**src/rtl/fetch_sequencer.sv**
```systemverilog
// Fetch sequencer: drives PC hold/select and instruction-memory read enable from
// imem handshake, hazard stalls, execute redirects and halt; keeps perf counters.
module fetch_sequencer #(
  parameter int CNT_W = 32
) (
  input  logic             CLK,
  input  logic             RST,
  input  logic             ihit,
  input  logic             stall,
  input  logic             redirect_valid,
  input  logic [1:0]       redirect_src,
  input  logic             halt,
  output logic             iren,
  output logic             pc_wait,
  output logic [1:0]       PCSrc,
  output logic             flush,
  output logic             fetch_valid,
  output logic             redirect_pending,
  output logic             halted,
  output logic [CNT_W-1:0] fetch_count,
  output logic [CNT_W-1:0] stall_count
);

  // PC next-address select codes (data_path_muxs_pkg encoding)
  localparam logic [1:0] SEL_LOAD_NXT_INSTR = 2'd0;
  localparam logic [1:0] SEL_LOAD_ADDR      = 2'd1;
  localparam logic [1:0] SEL_LOAD_JR_ADDR   = 2'd2;
  localparam logic [1:0] SEL_LOAD_IMM16     = 2'd3;

  localparam logic [1:0] IDLE    = 2'd0;
  localparam logic [1:0] FETCH   = 2'd1;
  localparam logic [1:0] PENDING = 2'd2;
  localparam logic [1:0] HALTED  = 2'd3;

  logic [1:0] state_r;
  logic [1:0] next_state_s;
  logic [1:0] pend_src_r;
  logic [1:0] pend_src_nxt_s;
  logic       stall_cycle_s;

  function automatic logic [CNT_W-1:0] sat_inc(input logic [CNT_W-1:0] v);
    if (&v) begin
      sat_inc = v;
    end else begin
      sat_inc = v + {{(CNT_W-1){1'b0}}, 1'b1};
    end
  endfunction

  // Next-state and Mealy outputs; a redirect without ihit is parked in pend_src
  always_comb begin
    next_state_s   = state_r;
    pend_src_nxt_s = pend_src_r;
    pc_wait        = 1'b1;
    PCSrc          = SEL_LOAD_NXT_INSTR;
    flush          = 1'b0;
    fetch_valid    = 1'b0;
    case (state_r)
      IDLE: begin
        next_state_s = FETCH;
      end
      FETCH: begin
        if (redirect_valid) begin
          flush = 1'b1;
          if (ihit) begin
            pc_wait = 1'b0;
            PCSrc   = redirect_src;
          end else begin
            pend_src_nxt_s = redirect_src;
            next_state_s   = PENDING;
          end
        end else if (halt) begin
          next_state_s = HALTED;
        end else if (stall) begin
          pc_wait = 1'b1;
        end else if (ihit) begin
          pc_wait     = 1'b0;
          fetch_valid = 1'b1;
        end else begin
          pc_wait = 1'b1;
        end
      end
      PENDING: begin
        if (ihit) begin
          pc_wait      = 1'b0;
          PCSrc        = pend_src_r;
          flush        = 1'b1;
          next_state_s = FETCH;
        end else begin
          pc_wait = 1'b1;
        end
      end
      HALTED: begin
        next_state_s = HALTED;
      end
      default: begin
        next_state_s = IDLE;
      end
    endcase
  end

  assign iren             = (state_r == FETCH) || (state_r == PENDING);
  assign redirect_pending = (state_r == PENDING);
  assign halted           = (state_r == HALTED);
  assign stall_cycle_s    = iren && pc_wait;

  // State and held redirect source
  always_ff @(posedge CLK or posedge RST) begin
    if (RST) begin
      state_r    <= IDLE;
      pend_src_r <= SEL_LOAD_NXT_INSTR;
    end else begin
      state_r    <= next_state_s;
      pend_src_r <= pend_src_nxt_s;
    end
  end

  // Saturating performance counters
  always_ff @(posedge CLK or posedge RST) begin
    if (RST) begin
      fetch_count <= {CNT_W{1'b0}};
      stall_count <= {CNT_W{1'b0}};
    end else begin
      if (fetch_valid) begin
        fetch_count <= sat_inc(fetch_count);
      end
      if (stall_cycle_s) begin
        stall_count <= sat_inc(stall_count);
      end
    end
  end

endmodule

```
**config.mk**
```make
export PLATFORM = sky130hd
export DESIGN_NAME = fetch_sequencer
export DESIGN_NICKNAME = d
export VERILOG_FILES = /design/src/rtl/fetch_sequencer.sv
export SDC_FILE = /design/constraint.sdc
export NUM_CORES = 1
export LEC_CHECK = 0
export CORE_UTILIZATION = 51
export DETAILED_ROUTE_END_ITERATION = 16
export MAX_ROUTING_LAYER = met4
export PLACE_DENSITY = 0.81
export SLEW_MARGIN = 20
export SYNTH_ARGS = -nofsm -noshare
export SYNTH_HDL_FRONTEND = slang
export SYNTH_SLANG_ARGS = --single-unit
```
**constraint.sdc**
```tcl
create_clock -name CLK -period 2.92 [get_ports CLK]
set_input_delay 0.584 -clock CLK [delete_from_list [all_inputs] [get_ports CLK]]
set_output_delay 0.584 -clock CLK [all_outputs]
set_load 0.02 [all_outputs]
```
# [Word level (Yosys, flattened, before mapping)]
# Cells that the tools add are included.
[totals] regBits=68 output_inout_bits=72 elab_cells=45
[op_classes] add_sub_neg=2 n_eq_ne=6 mux=21 bitwise_logic=3 reduce_logical=9
[ops] op="$add A32 B1 Y32 const B" count=2
[ops] op="$reduce_and A32 Y1" count=2
[ops] op="$mux W2" count=7
[ops] op="$mux W1" count=10
[ops] op="$pmux W2 S4" count=1
[ops] op="$ne A3 B3 Y1 const B" count=2
[ops] op="$reduce_and A3 Y1" count=2
[ops] op="$eq A2 B2 Y1 const B" count=2
[ops] op="$pmux W1 S2" count=2
[ops] op="$pmux W2 S2" count=1
[ops] op="$reduce_and A2 Y1" count=2
[ops] op="$not A1 Y1" count=3
[ops] op="$eq A2 B1 Y1 const B" count=1
[ops] op="$logic_not A2 Y1" count=1
[ops] op="$ne A2 B2 Y1 const B" count=1
[ops] op="$logic_and A1 B1 Y1" count=1
[ops] op="$logic_or A1 B1 Y1" count=1

# [Logic depth before layout (Yosys ltp)]
# Gate-level depths: netlist (run 1).
[logic_depth] ltp_word=7 ltp_mapped=9 mapped_depth_nobuf=8

# [Least setup slack after synthesis (run 1)]
# OpenSTA, ideal clock, no wires.
[synth_timing] path_kind="reg-to-reg" from="register stall_count[0]" to="register stall_count[1]" arrival_ns=2.014 required_time_ns=2.795 path_slack_ns=0.781 path_stages_with_launch=8 path_buffers=1 period_less_slack_ns=2.139 cell_sequence="dfrtp_1 > ha_1 > and4_2 > nand4_1 > or3_1 > buf_2 > nand2_1 > mux2_2"
[synth_between] elab_chain_cells=3 elab_cells_between_ends=4 classes_between="add/sub: 1; bitwise: 1; reduce/logical: 2"
[synth_lines] item="start, declared" line_no="21" text="output logic [CNT_W-1:0] stall_count"
[synth_lines] item="start signal, assigned" line_no="121" text="stall_count <= {CNT_W{1'b0}};"
[synth_lines] item="start signal, assigned" line_no="127" text="stall_count <= sat_inc(stall_count);"
[synth_lines] item="parallel branches: the longest is 3 deep, another holds $add A32 B1 Y32"
# Several ways; the timed one is not identified.
# A chain may end at the register's enable or synchronous reset.

# [Final worst setup path (run 1)]
[layout_timing] from="input redirect_valid" to="output fetch_valid"
[layout_between] elab_chain_cells=2
[layout_lines] item="start, declared" line_no="10" text="input logic redirect_valid,"
[layout_lines] item="$mux W1" line_no="62" text="if (redirect_valid) begin"
[layout_lines] item="$mux W1" line_no="57" text="case (state_r)"
[layout_lines] item="end, declared" line_no="17" text="output logic fetch_valid,"
# No other way between the ends.

==> results_dict.tcl, run 1 <==
set metrics [dict create \
    drc 0 \
    fmax_ghz 0.361 \
    cts_root_buffer "clkbuf_8" \
    yosysWarnings 0 \
    port_buffers 79 \
    cts.sink_count 68 \
    dp.cells 515 \
    std_cell_rows 30 \
    cts_buffers 9 \
    vias 2974 \
    ys.flop_type "dfrtp_1" \
    synth_cells 342 \
    ys_types 51 \
    grt_overflow 0 \
    dr.pass1.iters 4 \
    synth_fp_nets 355 \
    maxCapViolCount 0 \
    die_w_um 86.1 \
    tightest_slew_ns 0.761 \
    yosysTopAreaCellShare_pct 47.2 \
    dr.max_layer_used "met4" \
    avgSynthCellArea_um2 10.5 \
    fillers 535 \
    grt_use_total_pct 24.0 \
    die_y_um 86.1 \
    die_area_um2 7410 \
    yosysSeqAreaShare_pct 47.2 \
    grt_max_degree 69 \
    initial_utilization_pct 52.8 \
    slew_headroom_pct 48.8 \
    gp_congestion 0.859 \
    area_delta_synth_final_pct 31.2 \
    skew_ns 0.0106 \
    worst-endpoint-required_ns 2.34 \
    wl_met3_um 471 \
    cts_hold_buffers 0 \
    hpwl_mm 5.84 \
    hold_class "reg2reg" \
    ant_nets 0 \
    vias_per_cell 5.60 \
    grt_pass1_vias 2776 \
    post_cts_buffers 0 \
    drt_iter0_drc 188 \
    drive_above_1_share_pct 11.3 \
    clock_path_buffers 2 \
    status "completed" \
    clk_pin_slew_ns 0.07 \
    final_nets 443 \
    crit_chain "clkdlybuf4s50_1 > nor4b_4 > nand2_1 > inv_1 > clkdlybuf4s50_1" \
    cp_num_buf_inv 3 \
    antenna_found_initial 0 \
    grt_pass1_wl_mm 13.4 \
    arrival_ns 2.19 \
    synth.area.top_cells "dfrtp_1 47%, xnor2_1 7.8%, xor2_1 5.1%" \
    crit_top_cell "clkdlybuf4s50_1" \
    path_class "in2out" \
    met2_wirelength_mm 3.88 \
    synthArstFlopShare_pct 100 \
    p_per_area_nw_per_um2 441 \
    register_area_um2 1700 \
    maxSlewViolCount 0 \
    core_area_um2 6830 \
    end_kind "output port" \
    yosysTopAreaCell "dfrtp_1" \
    boundaryPins 80 \
    syn-cell-area_um2 3610 \
    leakage_nw 2.04 \
    drt-total-wl_mm 8.09 \
    ir_worst_vdd_mv 0.370 \
    crit_family "buffers and inverters" \
    critPathSlowestCell "clkdlybuf4s50_1" \
    crit_fanout 3 \
    fin_crit_ns 2.77 \
    setup_tns_ns 0 \
    wl_per_cell_um 15.2 \
    cts_tree "built" \
    synth_seq_cells 68 \
    antennaDiodeCount 0 \
    worstSkewPairLatency_ns 0.35 \
    synth_edf_count 0 \
    critical-path-max-stage-delay_ns 0.60 \
    fin_crit_sh_pct 94.9 \
    met1_length_mm 3.55 \
    rsz0062_at_grt "false" \
    multi_input_area_um2 1810 \
    finalSetupViolCount 0 \
    final_cell_count_no_fill 531 \
    startpoint_type "input port" \
    hold_viol 0 \
    htree_levels 3 \
]
-- metrics by stage --
stage / setup WS (ns) / instance area (µm²) / power, W / utilization, % / hold slack (ns)
3_5_place_dp: 0.140 / 4520 / 0.00131 / 66.2 / 0.493
5_1_grt: 0.0596 / 4730 / 0.00217 / 69.3 / 0.519
2_1_floorplan: 0.624 / 3610 / 0.00118 / - / 0.481
4_1_cts: 0.0974 / 4720 / 0.00210 / 69.2 / 0.503
3_3_place_gp: 0.160 / 4520 / 0.00129 / 66.2 / 0.483
6_report: 0.147 / 4730 / 0.00209 / 69.3 / 0.496
-- worst register-to-register path, cell delays in order, from the launching register on --
cell and delay (ns):
dfrtp_1 0.45, ha_1 0.27, nand4_1 0.14, nor3_1 0.35
and3_1 0.54, nor2_1 0.14, mux2_2 0.29
-- cell usage in the layout (no fill, tap or decap), drive strengths merged, types with 2 or more instances in the layout --
cell type and n:
and2 6, nor2 22, o31ai 3, and4 8, nor4b 4, xnor2 32
or2 2, a21oi 8, clkdlybuf4s50 77, a31oi 7, clkbuf 12, or3 3
clkinv 2, nand2b 2, nand4 26, nand3 29, mux2 6, ha 5
nand2 23, nor3 15, buf 7, nor4 5, a32oi 2, nor3b 2
dfrtp 68, xor2 21, and3 16, inv 9, dlymetal6s2s 2
-- synth_stat cells (2+ instances only) --
library cell	instances
nand4_1	24
inv_1	9
buf_6	2
xor2_1	21
and2_1	5
nor3_1	13
xnor2_1	32
nor4_2	2
buf_2	4
nor3_2	2
o31ai_1	3
and3_1	13
nand3_1	27
or3_1	2
nor4b_1	3
nor2_1	22
a31oi_1	7
a21oi_1	8
nand2b_1	2
nor4_1	2
dfrtp_1	68
and3_2	3
and4_1	6
a32oi_1	2
buf_4	2
ha_1	5
mux2_2	6
or2_1	2
nand2_1	23
-- sequential cells by signal (all words and copies together) (netlist names) --
register / count
state_r: 2
stall_count: 32
pend_src_r: 2
fetch_count: 32
-- path summary, 6_finish.rpt --
kind,start,cells after the start,to,slack (ns)
setup / recovery,redirect_valid,5,fetch_valid,0.15
hold / removal,fetch_count[16]$_DFFE_PP0P_,1,fetch_count[16]$_DFFE_PP0P_,0.50
setup reg to reg,fetch_count[0]$_DFFE_PP0P_,6,fetch_count[1]$_DFFE_PP0P_,0.63
hold reg to reg,fetch_count[16]$_DFFE_PP0P_,1,fetch_count[16]$_DFFE_PP0P_,0.50
max in group asynchronous,RST,3,stall_count[2]$_DFFE_PP0P_,2.01
min in group asynchronous,RST,3,fetch_count[30]$_DFFE_PP0P_,0.63
-- where the power goes --
group          switching [W]  internal, W  total [W]
combinational       0.000127     0.000121   0.000249
clock               0.000357     0.000439   0.000796
sequential         0.0000551     0.000986    0.00104
-- logic make-up after synthesis --
group           Yosys count  synth area share [%]
simple gates            165                  28.0
flops                    68                  47.2
xor+xnor                 53                  12.9
compound gates           27                  5.69
buf+inv                  18                  2.64
mux                       6                  1.87
fa+ha+maj                 5                  1.73
-- area by class of cell --
class	count	share of cell area [%]
multi-input cells	256	38.3
inverters	9	0.714
clock inverters	4	1.00
repair buffers	86	18.2
well taps	96	2.54
flip-flops and latches	68	36.0
clock buffers	12	3.28
-- routing by layer --
layer | up-vias | global-route usage (%)
li1 | 1421 | -
met1 | 1428 | 29.9
met2 | 107 | 37.5
met3 | 18 | 5.00
met4 | 0 | 10.8
met5 | - | -
-- timing repair --
item | 4_1_cts | 5_1_grt
gates resized for setup | 0 | 3
endpoints found under the hold margin | 0 | 0
endpoints found under the setup margin | 0 | 4
(Power assumes the default switching activity.)
==> run 2, diff against run 1 <==
- ABC_AREA: not set -> 1
- CORE_UTILIZATION: 51 -> 54
- TNS_END_PERCENT: not set -> 20
==> run 2 against run 1 <==
Total power grew 28%. Clock skew grew 0.0012 ns. Sequential power grew 7%. Register-to-register slack gained 0.05 ns. Sequential cell count is the same. Routed wire length grew 48%. Clock power shrank 8.3%. Critical path depth grew 1. Worst hold slack gained 0.047 ns. Via count grew 59%. Synthesized area grew 30%. Highest routed layer unchanged.
==> results_dict.tcl, run 2 <==
set metrics [dict create \
    status "completed" \
    core_area_um2 8300 \
    rr_worst_depth 10 \
    die_area_um2 9050 \
    gp_congestion 0.919 \
    port_buffers 79 \
    antenna_found_initial 0 \
    vias 4743 \
    cts_root_buffer "clkbuf_8" \
    synth.area.top_cells "dfrtp_1 36%, nand2_1 31%, nor2_1 7.7%" \
    skew_ns 0.0119 \
    yosysTopAreaCellShare_pct 36.3 \
    drt-total-wl_mm 12.0 \
    area_delta_synth_final_pct 21.9 \
    whs_path_depth 1 \
    startpoint_type "input port" \
    grt_use_total_pct 29.1 \
    worst-endpoint-required_ns 2.34 \
    drc 0 \
    synth_cells 736 \
    synthArstFlopShare_pct 100 \
    hold_viol 0 \
    hold_class "reg2reg" \
    maxCapViolCount 0 \
    synth.most_common_cell "nand2_1" \
    clock_path_buffers 2 \
    slew_headroom_pct 70.7 \
    synth_seq_cells 68 \
    pre_cts_slack_ns 0.138 \
    grt_pass1_wl_mm 20.1 \
    yosysSeqAreaShare_pct 36.3 \
    cts-resized-gates 0 \
    ys_types 28 \
    cts_hold_buffers 0 \
    initial_utilization_pct 56.4 \
    avgSynthCellArea_um2 6.36 \
    worstSkewPairLatency_ns 0.35 \
    boundaryPins 80 \
    dr.pass1.iters 5 \
    path_class "in2out" \
    grt_pass1_vias 4286 \
    clk_pin_slew_ns 0.07 \
    ant_nets 0 \
    tightest_slew_ns 0.438 \
    setup_tns_ns 0 \
    drt_iter0_drc 274 \
    mostFrequentLayoutCells "385 x nand2_1, 96 x nor2_1, 79 x clkdlybuf4s50_1" \
    fin_crit_ns 2.80 \
    crit_fanout 4 \
    die_y_um 95.1 \
    final_common_cell "nand2_1" \
    fillers 692 \
    p_per_area_nw_per_um2 466 \
    drive_above_1_share_pct 5.21 \
    yosysTopAreaCell "dfrtp_1" \
    post_cts_buffers 0 \
    fin_crit_sh_pct 95.8 \
    rsz0062_at_grt "false" \
    std_cell_rows 33 \
    grt_max_degree 36 \
    arrival_ns 2.21 \
    grt_overflow 0 \
    ir_worst_vdd_mv 0.569 \
    cts.sink_count 68 \
    antennaDiodeCount 0 \
    finalSetupViolCount 0 \
    leakage_nw 2.66 \
    synth_top_cells_by_count "385 x nand2_1, 96 x nor2_1, 68 x dfrtp_1" \
    syn-cell-area_um2 4680 \
    wl_per_cell_um 12.9 \
    cts_tree "built" \
    final_nets 833 \
    synth_fp_nets 749 \
    end_kind "output port" \
    vias_per_cell 5.10 \
    synth_edf_count 0 \
    fmax_ghz 0.358 \
    setup_ws_ns 0.123 \
    yosysWarnings 0 \
    htree_levels 3 \
    hpwl_mm 8.87 \
    ys.flop_type "dfrtp_1" \
    reg_top3 "fetch_count x32, stall_count x32" \
    cts_buffers 9 \
    maxSlewViolCount 0 \
    die_w_um 95.1 \
]
==> run 2: changes by cell type after synthesis, moves of 13 or more <==
cell and change:
nor2_1 +74, and3_1 -13, nand2_1 +362, inv_1 +51, nand4_1 -20, xnor2_1 -22
==> run 2: kinds of logic after synthesis <==
group,after synthesis,synth area share (%)
muxes,2,0.481
xor gates and xnor gates,26,4.86
and+or+nand+nor,541,46.9
AOI/OAI and AO/OA,20,2.27
DFF,68,36.3
buffers and inverters,74,7.77
adders and majority gates,5,1.34
==> run 2: worst max-delay path: stages <==
cell             delay [ns]
clkdlybuf4s50_1        0.51
nand2_1                0.10
nor2_1                 0.18
nand2_1                0.07
a21oi_1                0.14
clkdlybuf4s50_1        0.62
==> run 2: final timing paths <==
path / startpoint / endpoint / slack [ns]
setup / recovery: redirect_valid / PCSrc[1] / 0.12
min in group asynchronous: RST / stall_count[29]$_DFFE_PP0P_ / 0.56
setup reg to reg: fetch_count[0]$_DFFE_PP0P_ / fetch_count[9]$_DFFE_PP0P_ / 0.68
hold / removal: pend_src_r[1]$_DFFE_PP0P_ / pend_src_r[1]$_DFFE_PP0P_ / 0.54
max in group asynchronous: RST / stall_count[2]$_DFFE_PP0P_ / 1.66
hold reg to reg: pend_src_r[1]$_DFFE_PP0P_ / pend_src_r[1]$_DFFE_PP0P_ / 0.54
==> run 2: per-stage QoR <==
stage	utilization, %	hold WS, ns	total power (W)	std cells	cell area, µm²
global placement	66.6	0.509	0.00191	914	5530
CTS	68.8	0.540	0.00267	930	5710
global route	68.8	0.567	0.00279	930	5710
floorplan	-	0.479	0.00170	736	4680
finish	68.8	0.544	0.00266	930	5710
detailed placement	66.6	0.515	0.00194	914	5530
==> run 2: layout make-up <==
class                   count  area [µm²]  share of cell area, %
clock buffers              13         159                   2.78
clock inverters             3        21.3                  0.372
inverters                  63         239                   4.18
multi-input cells         594        2620                   45.8
flip-flops and latches     68        1700                   29.8
well taps                 105         131                   2.30
repair buffers             84         841                   14.7
==> run 2: layer usage <==
layer / GRT usage (%) / part of all wire, %
met1: 40.9 / 49
met2: 44.1 / 45
met3: 3.99 / 5.4
met4: 7.70 / 0.90
met5: - / 0
==> run 2: where the power goes <==
| part | total [W] | switching, W | internal [W] |
|---|---|---|---|
| Sequential | 0.00111 | 0.0000954 | 0.00101 |
| Clock | 0.000730 | 0.000374 | 0.000356 |
| Combinational | 0.000823 | 0.000515 | 0.000309 |
